## src/rtl/allocate_frcr_timer_pkg.sv

```systemverilog
// Shared width defaults and reset constants for the allocate-stage free-running timer.
package allocate_frcr_timer_pkg;

    localparam int ALLOCATE_FRCR_WIDTH      = 64;
    localparam int ALLOCATE_FRCR_PRESCALE_W = 8;
    localparam int ALLOCATE_FRCR_MAX_W      = 128;

    // Compare registers come out of reset parked at all-ones; callers truncate to their width.
    function automatic logic [ALLOCATE_FRCR_MAX_W-1:0] cmp_reset_val();
        return '1;
    endfunction

endpackage

```

## src/rtl/allocate_frcr_timer_cmp_ch.sv

```systemverilog
// One compare channel: compare register plus sticky match flag.
// Flag sets on the edge that lands the matching count; set beats a same-cycle ack.
module allocate_frcr_timer_cmp_ch
    import allocate_frcr_timer_pkg::*;
#(
    parameter int P_WIDTH = ALLOCATE_FRCR_WIDTH
) (
    input  logic               clk,
    input  logic               rst_n,
    input  logic               sync_clr_i,
    input  logic               inc_i,
    input  logic [P_WIDTH-1:0] next_cnt_i,
    input  logic               wr_i,
    input  logic [P_WIDTH-1:0] wr_data_i,
    input  logic               ena_i,
    input  logic               ack_i,
    output logic               irq_o
);

    logic [P_WIDTH-1:0] cmp_q, cmp_d;
    logic               irq_q, irq_d;
    logic               match;

    always_comb begin
        // Match uses the register value from before any write on this edge.
        match = inc_i && ena_i && (next_cnt_i == cmp_q);
        cmp_d = wr_i ? wr_data_i : cmp_q;
        irq_d = irq_q;
        if (sync_clr_i)  irq_d = 1'b0;
        else if (match)  irq_d = 1'b1;
        else if (ack_i)  irq_d = 1'b0;
    end

    always_ff @(posedge clk or negedge rst_n) begin
        if (!rst_n) begin
            cmp_q <= P_WIDTH'(cmp_reset_val());
            irq_q <= 1'b0;
        end else begin
            cmp_q <= cmp_d;
            irq_q <= irq_d;
        end
    end

    assign irq_o = irq_q;

endmodule

```

## src/rtl/allocate_frcr_timer_cmp.sv

```systemverilog
// Free-running counter with prescaler, per-channel compare IRQs, sticky wrap flag and snapshot.
// Priority each cycle: sync clear > software load > prescaled tick > hold.
module allocate_frcr_timer_cmp
    import allocate_frcr_timer_pkg::*;
#(
    parameter int P_WIDTH      = ALLOCATE_FRCR_WIDTH,
    parameter int P_CMP_NUM    = 2,
    parameter int P_PRESCALE_W = ALLOCATE_FRCR_PRESCALE_W
) (
    input  logic                    iCLOCK,
    input  logic                    inRESET,
    input  logic                    iRESET_SYNC,
    input  logic                    iENA,
    input  logic [P_PRESCALE_W-1:0] iPRESCALE,
    input  logic                    iWR_ENA,
    input  logic [P_WIDTH-1:0]      iWR_DATA,
    input  logic [P_CMP_NUM-1:0]    iCMP_WR_ENA,
    input  logic [P_WIDTH-1:0]      iCMP_WR_DATA,
    input  logic [P_CMP_NUM-1:0]    iCMP_ENA,
    input  logic [P_CMP_NUM-1:0]    iCMP_IRQ_ACK,
    input  logic                    iSNAP_REQ,
    output logic [P_WIDTH-1:0]      oCOUNTER,
    output logic [P_WIDTH-1:0]      oSNAP_COUNTER,
    output logic                    oTICK,
    output logic                    oWRAP,
    output logic [P_CMP_NUM-1:0]    oCMP_IRQ
);

    logic [P_WIDTH-1:0]      counter_q, counter_d;
    logic [P_WIDTH-1:0]      snap_q, snap_d;
    logic [P_PRESCALE_W-1:0] presc_q, presc_d;
    logic                    tick_q, tick_d;
    logic                    wrap_q, wrap_d;
    logic                    tick, inc;

    always_comb begin
        // Equality (not >=) so a lowered divide value lets presc run on to its natural wrap.
        tick      = iENA && (presc_q == iPRESCALE);
        inc       = tick && !iRESET_SYNC && !iWR_ENA;
        counter_d = counter_q;
        presc_d   = presc_q;
        wrap_d    = wrap_q;
        if (iRESET_SYNC) begin
            counter_d = '0;
            presc_d   = '0;
            wrap_d    = 1'b0;
        end else if (iWR_ENA) begin
            counter_d = iWR_DATA;
            presc_d   = '0;
            wrap_d    = 1'b0;
        end else if (iENA) begin
            if (tick) begin
                counter_d = counter_q + P_WIDTH'(1);
                presc_d   = '0;
                if (counter_q == '1) wrap_d = 1'b1;
            end else begin
                presc_d = presc_q + P_PRESCALE_W'(1);
            end
        end
        tick_d = inc;
        if (iRESET_SYNC)    snap_d = '0;
        else if (iSNAP_REQ) snap_d = counter_d;
        else                snap_d = snap_q;
    end

    always_ff @(posedge iCLOCK or negedge inRESET) begin
        if (!inRESET) begin
            counter_q <= '0;
            snap_q    <= '0;
            presc_q   <= '0;
            tick_q    <= 1'b0;
            wrap_q    <= 1'b0;
        end else begin
            counter_q <= counter_d;
            snap_q    <= snap_d;
            presc_q   <= presc_d;
            tick_q    <= tick_d;
            wrap_q    <= wrap_d;
        end
    end

    for (genvar i = 0; i < P_CMP_NUM; i++) begin : g_ch
        allocate_frcr_timer_cmp_ch #(
            .P_WIDTH (P_WIDTH)
        ) u_ch (
            .clk        (iCLOCK),
            .rst_n      (inRESET),
            .sync_clr_i (iRESET_SYNC),
            .inc_i      (inc),
            .next_cnt_i (counter_d),
            .wr_i       (iCMP_WR_ENA[i]),
            .wr_data_i  (iCMP_WR_DATA),
            .ena_i      (iCMP_ENA[i]),
            .ack_i      (iCMP_IRQ_ACK[i]),
            .irq_o      (oCMP_IRQ[i])
        );
    end

    assign oCOUNTER      = counter_q;
    assign oSNAP_COUNTER = snap_q;
    assign oTICK         = tick_q;
    assign oWRAP         = wrap_q;

endmodule

```

## config.mk

```make
export PLATFORM = sky130hd
export DESIGN_NAME = allocate_frcr_timer_cmp
export DESIGN_NICKNAME = d
export VERILOG_FILES = /design/src/rtl/allocate_frcr_timer_pkg.sv /design/src/rtl/allocate_frcr_timer_cmp_ch.sv /design/src/rtl/allocate_frcr_timer_cmp.sv
export SDC_FILE = /design/constraint.sdc
export NUM_CORES = 1
export LEC_CHECK = 0
export ABC_AREA = 1
export CAP_MARGIN = 20
export CORE_MARGIN = 2
export CORE_UTILIZATION = 35
export DETAILED_ROUTE_END_ITERATION = 10
export PLACE_DENSITY = 0.65
export SLEW_MARGIN = 20
export SYNTH_ARGS = -nofsm -noshare
export SYNTH_HDL_FRONTEND = slang
export SYNTH_SLANG_ARGS = --single-unit
```

## constraint.sdc

```tcl
create_clock -name iCLOCK -period 2.5 [get_ports iCLOCK]
set_input_delay 0.25 -clock iCLOCK [delete_from_list [all_inputs] [get_ports iCLOCK]]
set_output_delay 0.25 -clock iCLOCK [all_outputs]
set_load 0.02 [all_outputs]
```

# --- After elaboration in Yosys (flattened, before gate mapping) ---
# Index checks and enable logic that the tools add are counted.
word_totals:
  ramBits: 0
  reg_bits: 268
  out_inout_bits: 132
  latchBits: 0
  rom_bits: 0
  memories: 0
classes:
  n_eq_ne: 4
  n_div: 0
  mux: 21
  n_addsub: 2
  mul: 0
  bitwise: 0
  n_lt_le_gt_ge: 0
  reduce_logical: 16
  shift: 0
ops:
  columns: ["operator", "count"]
  rows:
  - ["two-way mux 64 bit", 6]
  - ["equality test 64 bit", 2]
  - ["adder 64 x 1 -> 64 bit (second input constant)", 1]
  - ["equality test 64 bit (second input constant)", 1]
  - ["two-way mux 8 bit", 4]
  - ["nonzero test 3 bit", 5]
  - ["two-way mux 1 bit", 11]
  - ["adder 8 x 1 -> 8 bit (second input constant)", 1]
  - ["equality test 8 bit", 1]
  - ["logical AND 1 bit", 7]
  - ["AND reduction 3 bit", 1]
  - ["logical NOT 1 bit", 2]
  - ["nonzero test 2 bit", 1]

# --- Logic depth before layout (Yosys ltp) ---
depth:
  word_depth: 10
  depth_mapped: 21
  depth_no_buf: 21

# --- Hierarchy ---
# From an unflattened synthesis, not the netlist that was laid out.
hier_totals:
  cells_unflattened: 2286
  hier_area_um2: 15974.1
modules_own_cells:
  columns: ["mod", "cells_per_inst", "area_per_inst_um2", "seq_area_each_um2", "instances"]
  rows:
  - ["allocate_frcr_timer_cmp", 1314, 8762.2, 3453.3, 1]
  - ["allocate_frcr_timer_cmp_ch", 486, 3606.0, 1706.6, 2]

# --- Least setup slack after synthesis ---
# No wires, ideal clock.
synth_timing:
  kind: "register -> register"
  startpoint: "register counter_q[0], in the netlist oCOUNTER[0]"
  endpoint: "register g_ch[1].u_ch.irq_q"
  setup_time_ns: 0.077
  period_less_slack_ns: 2.493
  path_slack_ns: 0.007
  required_time_ns: 2.423
  path_stages_with_launch: 20
  n_path_buf: 0
  arrival_time_ns: 2.416
  path_cell_list: "dfrtp_1 ha_1 inv_1 nor2_2 nand2_1 nor2_2 nand2_1 nor2_4 nand3_1 nand2_1 nand3_1 nand2_1 nand2_1 nand2_1 nand2_1 nor2_1 nand2_1 nor2_1 nand3_1 a21oi_1"
synth_via:
  elab_chain_len: 9
synth_rtl:
  columns: ["item", "line_no", "source"]
  rows:
  - ["start: declaration", "allocate_frcr_timer_cmp.sv:29", "logic [P_WIDTH-1:0] counter_q, counter_d;"]
  - ["start signal: assignment", "allocate_frcr_timer_cmp.sv:74", "counter_q <= counter_d;"]
  - ["adder 64 x 1 -> 64 bit", "allocate_frcr_timer_cmp.sv:53", "counter_d = counter_q + P_WIDTH'(1);"]
  - ["two-way mux 64 bit", "allocate_frcr_timer_cmp.sv:52", "if (tick) begin"]
  - ["two-way mux 64 bit *", "allocate_frcr_timer_cmp.sv:51", "end else if (iENA) begin"]
  - ["two-way mux 64 bit *", "allocate_frcr_timer_cmp.sv:47", "end else if (iWR_ENA) begin"]
  - ["two-way mux 64 bit *", "allocate_frcr_timer_cmp.sv:43", "if (iRESET_SYNC) begin"]
  - ["equality test 64 bit *", "allocate_frcr_timer_cmp_ch.sv:26", "match = inc_i && ena_i && (next_cnt_i == cmp_q);"]
  - ["logical AND 1 bit *", "allocate_frcr_timer_cmp_ch.sv:26", null]
  - ["two-way mux 1 bit", "allocate_frcr_timer_cmp_ch.sv:30", "else if (match) irq_d = 1'b1;"]
  - ["two-way mux 1 bit", "allocate_frcr_timer_cmp_ch.sv:29", "if (sync_clr_i) irq_d = 1'b0;"]
  - ["end signal: assignment", "allocate_frcr_timer_cmp_ch.sv:40", "irq_q <= irq_d;"]
  - ["end: declaration", "allocate_frcr_timer_cmp_ch.sv:21", "logic irq_q, irq_d;"]
# Every way passes the cells marked *; elsewhere a longest branch is shown, timed or not.
# A chain may end at the register's enable or synchronous reset.

# --- Worst setup path after layout ---
layout_timing:
  startpoint: "register presc_q[5]"
  endpoint: "register g_ch[1].u_ch.irq_q"
layout_via:
  elab_chain_len: 10
layout_rtl:
  columns: ["item", "line_no", "source"]
  rows:
  - ["start: declaration", "allocate_frcr_timer_cmp.sv:31", "logic [P_PRESCALE_W-1:0] presc_q, presc_d;"]
  - ["start signal: assignment", "allocate_frcr_timer_cmp.sv:76", "presc_q <= presc_d;"]
  - ["equality test 8 bit *", "allocate_frcr_timer_cmp.sv:38", "tick = iENA && (presc_q == iPRESCALE);"]
  - ["logical AND 1 bit *", "allocate_frcr_timer_cmp.sv:38", null]
  - ["two-way mux 64 bit", "allocate_frcr_timer_cmp.sv:52", null]
  - ["two-way mux 64 bit", "allocate_frcr_timer_cmp.sv:51", null]
  - ["two-way mux 64 bit", "allocate_frcr_timer_cmp.sv:47", null]
  - ["two-way mux 64 bit", "allocate_frcr_timer_cmp.sv:43", null]
  - ["equality test 64 bit", "allocate_frcr_timer_cmp_ch.sv:26", null]
  - ["logical AND 1 bit *", "allocate_frcr_timer_cmp_ch.sv:26", null]
  - ["two-way mux 1 bit", "allocate_frcr_timer_cmp_ch.sv:30", null]
  - ["two-way mux 1 bit", "allocate_frcr_timer_cmp_ch.sv:29", null]
# Marked as above.

==> qor.csv <==
stage,metric,value,unit
clocking,htree depth,1,
sta,Worst slew margin,54.0,%
route,routed length per instance,18.3,um
sta,Fin. Hold Viols,0,
cells_and_area,ant diodes,0,
global_route,first-pass GRT wire length,99700,um
sta,Max Slew Vio Count,0,
cells_and_area,layout cells sized above 1,30.0,%
critical_path,WS Path Type,reg -> reg,
sta,Finish-stage setup viols,2,
yosys,Yosys warnings,0,
yosys,ranking of synthesized cells by area,"nand2_1 (23%), dfrtp_1 (23%), dfstp_2 (22%)",
run_status,status,finished with violations,
yosys,complex-gate fraction of the synthesized area,6.86,%
sta,fin crit period,2.85,ns
yosys,main combinational cell family by area after synthesis,simple AND/OR/NAND/NOR gates,
yosys,xor/xnor share of the synthesized area,1.01,%
global_route,GR Overflow Total,0,
power,Clk pwr share,35.2,%
route,DR iter-0 viols,1221,
global_route,pin count of the biggest net entering global routing,129,
clocking,Clock Tree Root,clkbuf_16,
global_route,GR Util All Layers,28.0,%
power,sequential share of power,38.8,%
worst_hold_path,HP Class,in -> reg,
yosys,"EDFF count, synth",0,
yosys,Syn Area/Cell,6.78,um2
floorplanning,die area,46200,um2
power,Final Power,0.0133,W
global_route,vias in the first global route,17500,
sta,final cycle utilization of the critical path,114,%
route,drc violations,0,
run_status,failing checks,setup timing,
power,leakage,11.9,nW
critical_path,CP arrival,3.37,ns
floorplanning,Rows,77,
route,Vias/cell,4.88,
floorplanning,Core Area,44000,um2
place,Final Wtd Congestion,0.968,
yosys,post-synthesis register bit count,268,
cells_and_area,Fillers,4109,
yosys,Simple-Gate Fraction of Synth Area,38.2,%
clocking,TritonCTS clock tree,yes,
route,Post-Route WL,65800,um
clocking,Clock transition at path regs,0.07,ns
floorplanning,Die X,215,um
power,Power per Cell Area,543,nW/um2
critical_path,required time of the critical path,3.01,ns
power,Cell Int Power,0.00915,W
yosys,fraction of registers with async set/reset,100,%
cells_and_area,Area Growth Syn to Fin,57.6,%
yosys,proportion of synthesized area in mux cells,0.434,%
route,Vias,17500,
cells_and_area,nets,3124,
sta,Final Skew,0.0174,ns
critical_path,worst-path fanout max,8,
power,Max IR drop VDD,414,uV
yosys,Yosys top cell area share,22.6,%
floorplanning,DIE HEIGHT,215,um
yosys,Synth area leader,nand2_1,
critical_path,Startpoint Class,flop,
yosys,"Seq/Total Area, Yosys",44.1,%
place,hpwl dp,50400,um
place,port bufs,279,
sta,RSZ-0062 raised after global routing,yes,
power,combinational share of power,26.0,%
clocking,Num CTS Buffers,31,
critical_path,Critical Path End Type,flop,
yosys,"count leader, synth",nand2_1,
route,Routed Antenna Nets,0,
yosys,Post-Syn Instances,2297,
yosys,Post-Syn Area,15600,um2
sta,TNS Setup,-0.615,ns
yosys,syn nets,2447,
cells_and_area,post-layout util,55.7,%
yosys,synth unique cells,34,
floorplanning,Initial Util,35.4,%
clocking,worst skew pair latency,0.58,ns
clocking,clock tree buffer depth,3,
yosys,Main synth FF type,dfrtp_1,
sta,final worst slack,-0.354,ns
job,Max Cap Viol,0,
power,switching share of power,31.3,%
route,drt first pass iters,6,
yosys,Post-synth top cells,"nand2_1 (938), inv_1 (280), nand3_1 (212)",
global_route,initial antenna violation count,1,
power,net switching power,0.00417,W
floorplanning,IO Pins,280,
yosys,adder-cell share of the synthesized area,0.161,%
clocking,Clock Sink Count,268,
sta,f_max,0.350,GHz
sta,Slew @ Worst Pin,0.690,ns
==> layout by cell type, fill, tap and decap left out, types with 11 or more instances in the layout <==
master | netlist | final
nand3b_1 | 15 | 15
inv_2 | 6 | 13
nand3_2 | 9 | 50
nand2_2 | 13 | 105
dfstp_2 | 128 | 128
clkdlybuf4s50_1 | 0 | 276
nor2_2 | 8 | 36
nand4_1 | 36 | 36
buf_6 | 5 | 25
buf_4 | 7 | 386
inv_1 | 280 | 272
o21ai_0 | 196 | 194
nand2_4 | 0 | 17
nand2_1 | 938 | 829
nand3_1 | 212 | 163
nor2_1 | 180 | 132
buf_12 | 0 | 24
clkbuf_16 | 0 | 33
dfrtp_1 | 140 | 135
xor2_1 | 14 | 11
nor2_4 | 6 | 26
==> layout make-up <==
type	instances	area (um2)	area share, %
clock inverter	14	151	0.617
inverter	286	1080	4.38
clock buffer	43	881	3.59
sequential	268	6870	28.0
timing repair buffer	720	6600	26.9
tap	592	741	3.02
multi-input combinational	1667	8220	33.5
==> timing repair <==
item                                    4_1_cts  5_1_grt
pin swaps                                    76      108
gates resized for setup                     149      163
endpoints found under the setup margin        3        6
hold buffers                                  1        0
setup buffers                                37       25
gates cloned                                  3        2
endpoints found under the hold margin        26        0
==> worst paths after layout <==
kind                       slack (ns)  cells after the start              start                      to
min                              0.05                      3     iCMP_WR_ENA[1]  g_ch[1].u_ch.cmp_q[19]
min in group asynchronous        0.24                      2            inRESET            oCOUNTER[23]
max                             -0.35                     22         presc_q[5]      g_ch[1].u_ch.irq_o
max reg2reg                     -0.35                     22         presc_q[5]      g_ch[1].u_ch.irq_o
max in group asynchronous        1.36                      3            inRESET  g_ch[1].u_ch.cmp_q[26]
min reg2reg                      0.49                      2  oSNAP_COUNTER[60]       oSNAP_COUNTER[60]
==> flip-flops by register name, indices dropped and copies added, names as in the netlist <==
signal and count:
g_ch.u_ch.irq_o 2, oWRAP 1, oCOUNTER 64, oSNAP_COUNTER 64
g_ch.u_ch.cmp_q 128, oTICK 1, presc_q 8
==> stage by stage <==
stage	hold slack [ns]	setup slack [ns]	std cells	instance area, um2
after CTS	0.0294	-0.316	3568	23800
after floorplan	-0.0456	0.00672	2297	15600
final	0.0522	-0.354	3590	24500
after global routing	0.0650	-0.443	3590	24500
after global placement	0.287	-0.951	3473	21900
after detailed placement	0.274	-1.00	3473	21900
==> power by group through the flow <==
stage	clock (W)	combinational, W	sequential [W]
6_report	0.00469	0.00346	0.00517
5_1_grt	0.00493	0.00376	0.00522
4_1_cts	0.00476	0.00334	0.00516
3_5_place_dp	0	0.00321	0.00521
3_3_place_gp	0	0.00317	0.00520
2_1_floorplan	0	0.00113	0.00541
==> kinds of logic after synthesis <==
kind of cell               Yosys count
muxes                                6
DFF                                268
adders and majority gates            2
xor gates and xnor gates            18
and+or+nand+nor                   1429
AOI/OAI and AO/OA                  212
buffers and inverters              362
==> per-layer routing <==
layer / vias up / share of wire [%] / GRT usage [%]
met5: - / 0 / 0
met4: 0 / 4.5 / 11.7
met3: 124 / 6.3 / 3.57
met2: 577 / 46 / 45.4
met1: 8291 / 43 / 37.7
li1: 8520 / - / -
==> worst max-delay path, stage by stage, from the launching register on <==
cell and delay (ns):
dfrtp_1 0.41, inv_2 0.07, nand2_2 0.08, nand2_2 0.06, nor2_2 0.12, nand3_2 0.09
nor2_4 0.21, buf_12 0.19, buf_12 0.15, buf_4 0.13, nand3_4 0.07, nand3_4 0.12
nand2_4 0.06, buf_6 0.12, nand2_2 0.05, nand2_2 0.07, nor2_1 0.10, nand2_1 0.09
nor2_2 0.10, nand2_2 0.12, nor2_4 0.14, nand3_2 0.10, a21oi_2 0.13
(Power assumes the default switching activity.)
